## src/rtl/shift_issue_unit.sv

```systemverilog
// shift_issue_unit: two-stage issue/capture pipeline feeding an external ALU shifter
module shift_issue_unit (
  input  logic        clk,
  input  logic        reset,
  input  logic        in_valid,
  output logic        in_ready,
  input  logic [5:0]  funct,
  input  logic        rot,
  input  logic [4:0]  shamt,
  input  logic [31:0] rs_val,
  input  logic [31:0] rt_val,
  output logic [1:0]  shift_op,
  output logic [4:0]  SA,
  output logic [31:0] data,
  input  logic [31:0] result,
  output logic        out_valid,
  input  logic        out_ready,
  output logic [31:0] out_result,
  output logic        out_illegal
);
  logic        s1_valid, s1_illegal, s2_load, legal, left, right;
  logic [4:0]  amt, d_sa;
  logic [1:0]  d_op;
  always_comb begin
    legal = funct[5:3] == 3'b000 && funct[1:0] != 2'b01;
    left = funct[1:0] == 2'b00;
    right = funct[1:0] == 2'b10;
    amt = funct[2] ? rs_val[4:0] : shamt;
    d_op = !legal ? 2'b00 : rot && (left || right) ? 2'b11 : funct[1:0] == 2'b11 ? 2'b10 : right ? 2'b01 : 2'b00;
    d_sa = !legal ? 5'd0 : rot && left ? ~amt + 5'd1 : amt;
    s2_load = s1_valid && (!out_valid || out_ready);
    in_ready = !s1_valid || s2_load;
  end
  always_ff @(posedge clk or posedge reset) begin
    if (reset) begin
      s1_valid <= 1'b0;
      s1_illegal <= 1'b0;
      shift_op <= 2'b00;
      SA <= 5'd0;
      data <= 32'd0;
      out_valid <= 1'b0;
      out_result <= 32'd0;
      out_illegal <= 1'b0;
    end else begin
      if (in_valid && in_ready) begin
        s1_valid <= 1'b1;
        s1_illegal <= !legal;
        shift_op <= d_op;
        SA <= d_sa;
        data <= legal ? rt_val : 32'd0;
      end else if (s2_load) s1_valid <= 1'b0;
      if (s2_load) begin
        out_valid <= 1'b1;
        out_result <= s1_illegal ? 32'd0 : result;
        out_illegal <= s1_illegal;
      end else if (out_ready) out_valid <= 1'b0;
    end
  end
endmodule

```

## config.mk

```make
export PLATFORM = sky130hd
export DESIGN_NAME = shift_issue_unit
export DESIGN_NICKNAME = d
export VERILOG_FILES = /design/src/rtl/shift_issue_unit.sv
export SDC_FILE = /design/constraint.sdc
export NUM_CORES = 1
export LEC_CHECK = 0
export BUFFER_PORTS_ARGS = -buffer_cell sky130_fd_sc_hd__buf_2
export CORE_AREA = 3 3 75 105
export CTS_CLUSTER_DIAMETER = 40
export DETAILED_ROUTE_END_ITERATION = 10
export DIE_AREA = 0 0 78 108
export PLACE_DENSITY = 0.78
export RECOVER_POWER = 25
export SKIP_CTS_REPAIR_TIMING = 1
export SLEW_MARGIN = 40
export SYNTH_ARGS = -nofsm -noshare
export SYNTH_HDL_FRONTEND = slang
export SYNTH_SLANG_ARGS = --single-unit
export TNS_END_PERCENT = 50
```

## constraint.sdc

```tcl
create_clock -name clk -period 2.6 [get_ports clk]
set_input_delay 0.13 -clock clk [delete_from_list [all_inputs] [get_ports clk]]
set_output_delay 0.13 -clock clk [all_outputs]
set_load 0.05 [all_outputs]
```

After elaboration in Yosys (flattened, before gate mapping):

Cells that the tools add are included.

* flip-flop bits (word level): 75
* input bits: 112
* word-level logic and storage cells: 41
* output and inout port bits: 74

* reduce and logical (&&, ||, !) cells: 15
* muxes and demuxes: 13
* eq/ne operators: 3
* $add $sub $neg: 1
* bitwise logic cells: 1

Operators by type and width (number)
* 32-bit 2-to-1 mux: 2
* 5-bit 2-to-1 mux: 3
* 2-bit 2-to-1 mux: 3
* 5-bit by 1-bit adder with 5-bit output, second input constant: 1
* 1-bit logical AND: 5
* 1-bit 2-to-1 mux: 5
* 5-bit NOT: 1
* 2-bit == test, second input constant: 2
* 2-bit nonzero test: 2
* 1-bit logical NOT: 3
* 3-bit logical NOT: 1
* 1-bit logical OR: 3
* 2-bit logical NOT: 1
* 2-bit by 1-bit inequality test with 1-bit output, second input constant: 1

Depth between registers and ports, before layout:

* depth after elaboration: 6
* gate-level depth with buffers: 6
* depth with buffers taken out: 5

Worst setup path after synthesis:

No wires, ideal clock.

* path type: register -> register
* start point: register out_valid
* end point: register shift_op[0]
* clock period less this slack: 2.142 ns
* arrival: 2.053 ns
* required time: 2.510 ns
* cell stages (with the launch flop): 6
* buffers on the path: 1
* setup time: 0.090 ns
* slack: 0.458 ns
* path through: dfrtp_1 > nand3b_1 > nand2_1 > or3_1 > buf_2 > o31ai_4

* word-level cells in the longest chain between the ends: 5

Ends and longest elaborated chain
* start: declaration: RTL line 16 `output logic out_valid,`
* start signal: assignment: RTL line 41 `out_valid <= 1'b0;`
* start signal: assignment: RTL line 53 `out_valid <= 1'b1;`
* start signal: assignment: RTL line 56 `end else if (out_ready) out_valid <= 1'b0;`
* 1-bit logical NOT: RTL line 31 `s2_load = s1_valid && (!out_valid || out_ready);`
* 1-bit logical OR: RTL line 31
* 1-bit logical AND: RTL line 31
* 1-bit logical OR: RTL line 32 `in_ready = !s1_valid || s2_load;`
* net in_ready: RTL line 6 `output logic in_ready,`
* 1-bit logical AND: RTL line 45 `if (in_valid && in_ready) begin`
* end signal: assignment: RTL line 48 `shift_op <= d_op;`
* end: declaration: RTL line 12 `output logic [1:0] shift_op,`

The timed path passes the listed nets, and every way through them passes these cells.
A chain may end at the register's enable or synchronous reset.

Worst setup path in the final report:

* start point: register s1_valid
* end point: register data[27]

* word-level cells in the longest chain between the ends: 3
* elaborated cells on any way between the ends: 4
* classes of those cells: reduce/logical (4)

Ends and longest elaborated chain
* start: declaration: RTL line 21 `logic s1_valid, s1_illegal, s2_load, legal, left, right;`
* start signal: assignment: RTL line 36 `s1_valid <= 1'b0;`
* start signal: assignment: RTL line 46 `s1_valid <= 1'b1;`
* start signal: assignment: RTL line 51 `end else if (s2_load) s1_valid <= 1'b0;`
* 1-bit logical NOT or 1-bit logical AND (tied branches): RTL line 32, 31
* 1-bit logical OR *: RTL line 32
* 1-bit logical AND *: RTL line 45
* end signal: assignment: RTL line 50 `data <= legal ? rt_val : 32'd0;`
* end: declaration: RTL line 14 `output logic [31:0] data,`

Every way passes the cells marked *; elsewhere a longest branch is shown, timed or not.

==> summary by stage <==
Finish
The most frequent standard cell in the layout excluding fill and tap cells is buf_2. The number of nets in the finished design is around 550. The number of filler instances in the final layout is about 610.

The final non-filler cell area is 4140 µm². The antenna diode instance count is 0. The area growth from synthesis to layout is 41.0%. For this run, the number of standard cells in the final layout without fillers is 539. The share of layout cells above drive strength 1 is 0.376.

In the layout the commonest cells are 143 x buf_2, 75 x dfrtp_1, 75 x nand2_1, 40 x o21ai_0, 32 x a22o_1.

Worst setup path
The register-to-register setup slack is between 800 and 900 ps. The startpoint type of the worst setup path is a flip-flop. The worst-path maximum fanout is 21.

The critical path goes through nand3b_1 > nand2_1 > nor3_4 > buf_12 > a22o_1. The maximum cell stage delay along the critical path is 570 ps. At the worst endpoint, the arrival time is ~2100 ps. The critical path in this run is classified as reg2reg.

Counting both buffers and inverters, the worst setup path holds a total of 1. For the worst setup path, the data required time is ~2900 ps. The type of element capturing the critical path is a flip-flop. Broken down by cell family, the worst path's largest delay share belongs to simple AND/OR/NAND/NOR gates.

The path depth of the worst reg2reg path is 5. The launching point of the worst reg2reg path is s1_valid. The end of the worst register-to-register path is data[27]. The library cell contributing the largest single delay on the critical path is nor3_4.

Status
The run finished, with violations left. The final reports fail on max-capacitance violations, max-slew violations.

CTS
TritonCTS built the clock tree. Clock tree synthesis inserted a total of 9 buffers. Clock latency on the worst-skew pair, taken at its later pin, is ~330 ps. The buffer levels on the longest clock path is 2. After clock tree synthesis, the clock-pin slew on the worst setup and hold paths is roughly 70 ps. The clock tree synthesis step divided the H-tree into 3 levels.

Clock tree synthesis selected as its root buffer the cell clkbuf_8. The number of sinks on the clock net is 75.

Placed design
Detailed placement finished with a half-perimeter wire length of 5270 µm. The number of input and output port buffers inserted is between 150 and 200. The area of placed instances is roughly 3800 µm². The last weighted congestion value of the routability-driven placer is roughly 0.73. In this run, placement finished with an instance count of around 500. Timing analysis after detailed placement gives a worst setup slack of between 800 and 900 ps.

Timing
The number of slew-limit violations in the final report is 40. The setup violation total in the final timing report is 0. The final count of hold timing violations is 0. The measured slew at the worst slew-check pin is between 1500 and 2000 ps.

The final critical path time including I/O delays and setup is between 1500 and 2000 ps. The worst hold slack after final layout is 13.5 ps. Headroom to the max-slew limit came out at -0.183. Setup repair after global routing left no endpoint under its margin. In the final timing run, aggregate negative setup slack is 0 ps. The final critical-path setup slack is ~800 ps. The highest clock frequency the design can meet is 563 MHz. The clock arrives with between 2 and 3 ps of skew. The final clock period utilization by the worst path is 0.684.

Logic synthesis
The mean cell area of the mapped netlist is about 11 µm². Summing every instance area after synthesis gives just under 3000 µm². The cell count after synthesis is 268. The sequential share of the synthesized area is 0.640. The netlist uses 22 different library cells. The fraction of synthesis flops using an asynchronous set or reset pin is 1.00. The number of synthesized flops with an enable pin is 0.

The number of storage elements in the synthesis netlist is between 70 and 80. The most common flop cell mapped by yosys is dfrtp_1. The synthesized netlist net count is ~380. The count of warnings emitted by yosys is 0.

Global routing
The met1 global-route usage is 0.207. In the global route stage, overall resource usage came out at 0.168. The global-route congestion overflow total is 0.

The number of global-route vias before repair was between 2000 and 2500. After global routing, the most crowded layer is met2. In the global route stage, met2 resource usage came out at 0.279. Entering global routing, the biggest net connects 41 pins.

The number of antenna violations at the first check in global routing is 0. For this run, global-route usage on met3 was measured as 0.0442. The first global-routing pass estimated between 10000 and 15000 µm of wire.

Detailed routing
Across all layers, the routed design uses 2589 vias. The post-detailed-route wirelength per cell is between 10 and 15 µm. In this run the remaining antenna-violating nets after routing total 0. Before antenna repair, the detailed router went through 4 iterations. The remaining design rule violation count is 0. The DRC violation total after the first TritonRoute iteration is 80. The routed design has 7250 µm of wire.

Dividing the detail-routed via count by the number of cells gives ~4.8.

Run
The count of max-cap constraint violations is 1.

Floorplan
The top-level port count is approximately 190. The floorplan step defined a die boundary enclosing 8420 µm². The number of placement rows is 36. The region available for standard cell placement spans between 7000 and 8000 µm². The initial utilization of the core area, before any placement, comes to 0.418. The die height is about 110 µm. The floorplan step set the die width to between 70 and 80 µm.

Worst hold path
The startpoint identified for the worst hold timing path is rt_val[6]. The min-delay analysis places its worst path in the category in2reg. The instance count along the most critical hold path is 2. The worst hold endpoint is data[6].

Pwr
For this design the static power due to leakage is roughly 2.2 nW. The maximum VDD drop is 328 µV. The ratio of total power to cell area is just over 600 nW/µm².
cells in the mapped netlist (2+ instances only):
cell type / n / area share
nand2_1: 75 / 0.096
clkbuf_1: 14 / 0.018
a31oi_1: 2 / 0.0043
o21ai_0: 40 / 0.068
a22o_1: 32 / 0.096
mux2i_1: 5 / 0.017
dfrtp_1: 75 / 0.64
or3_1: 2 / 0.0043
buf_2: 2 / 0.0034
buf_4: 3 / 0.0077
nor2_1: 3 / 0.0038
xor2_1: 3 / 0.0090
nand2b_1: 3 / 0.0064
sequential cells by signal (all words and copies together), names as in the netlist:
| name | cells |
|---|---|
| out_valid | 1 |
| s1_valid | 1 |
| out_result | 32 |
| s1_illegal | 1 |
| SA | 5 |
| shift_op | 2 |
| out_illegal | 1 |
| data | 32 |
power by group:
part | switching [mW] | internal [mW] | leakage (nW)
logic | 0.358 | 0.145 | 1.08
clock network | 0.384 | 0.397 | 0.0905
registers | 0.0284 | 1.22 | 1.02
total | 0.770 | 1.77 | 2.19
how the worst max path moves through the flow:
stage                    from           to  slack [ps]  depth (start not counted)
CTS                  s1_valid     data[18]         790                          5
floorplan           out_valid  shift_op[0]         460                          5
detailed placement   s1_valid     data[24]         820                          5
finish               s1_valid     data[27]         820                          5
global route        out_valid     data[27]         640                          5
global placement    out_valid     data[23]         870                          5
layout make-up:
cell class,count,area (µm²),area share
Multi-Input combinational cell,172,971,0.235
Clock inverter,2,10.0,0.00242
Tap cell,95,119,0.0287
Inverter,2,8.76,0.00212
Clock buffer,14,163,0.0393
Sequential cell,75,1880,0.454
Timing Repair Buffer,179,990,0.239
worst register-to-register path, stage by stage, from the launching register on:
cell and delay, ps:
dfrtp_1 390, nand3b_1 150, nand2_1 210, nor3_4 570, buf_12 230, a22o_1 160
layer usage:
metal | wire, µm | part of all wire
met3 | 557 | 0.077
met5 | 0 | 0
met1 | 3030 | 0.42
met2 | 3530 | 0.49
met4 | 133 | 0.018
cells by family (layout without fill, tap and decap cells):
family / after synthesis / in the layout / share of synthesized area
simple gates: 87 / 87 / 0.122
compound gates: 76 / 76 / 0.177
flops: 75 / 75 / 0.640
buf+inv: 21 / 197 / 0.0316
mux: 5 / 5 / 0.0171
xor+xnor: 3 / 3 / 0.00896
fa+ha+maj: 1 / 1 / 0.00426
metrics by stage:
stage               power, mW  utilization
floorplan                1.60            -
global placement         1.76        0.547
detailed placement       1.77        0.547
CTS                      2.55        0.571
global route             2.66        0.589
finish                   2.54        0.589
No activity file was read; power rests on OpenSTA's default activity.
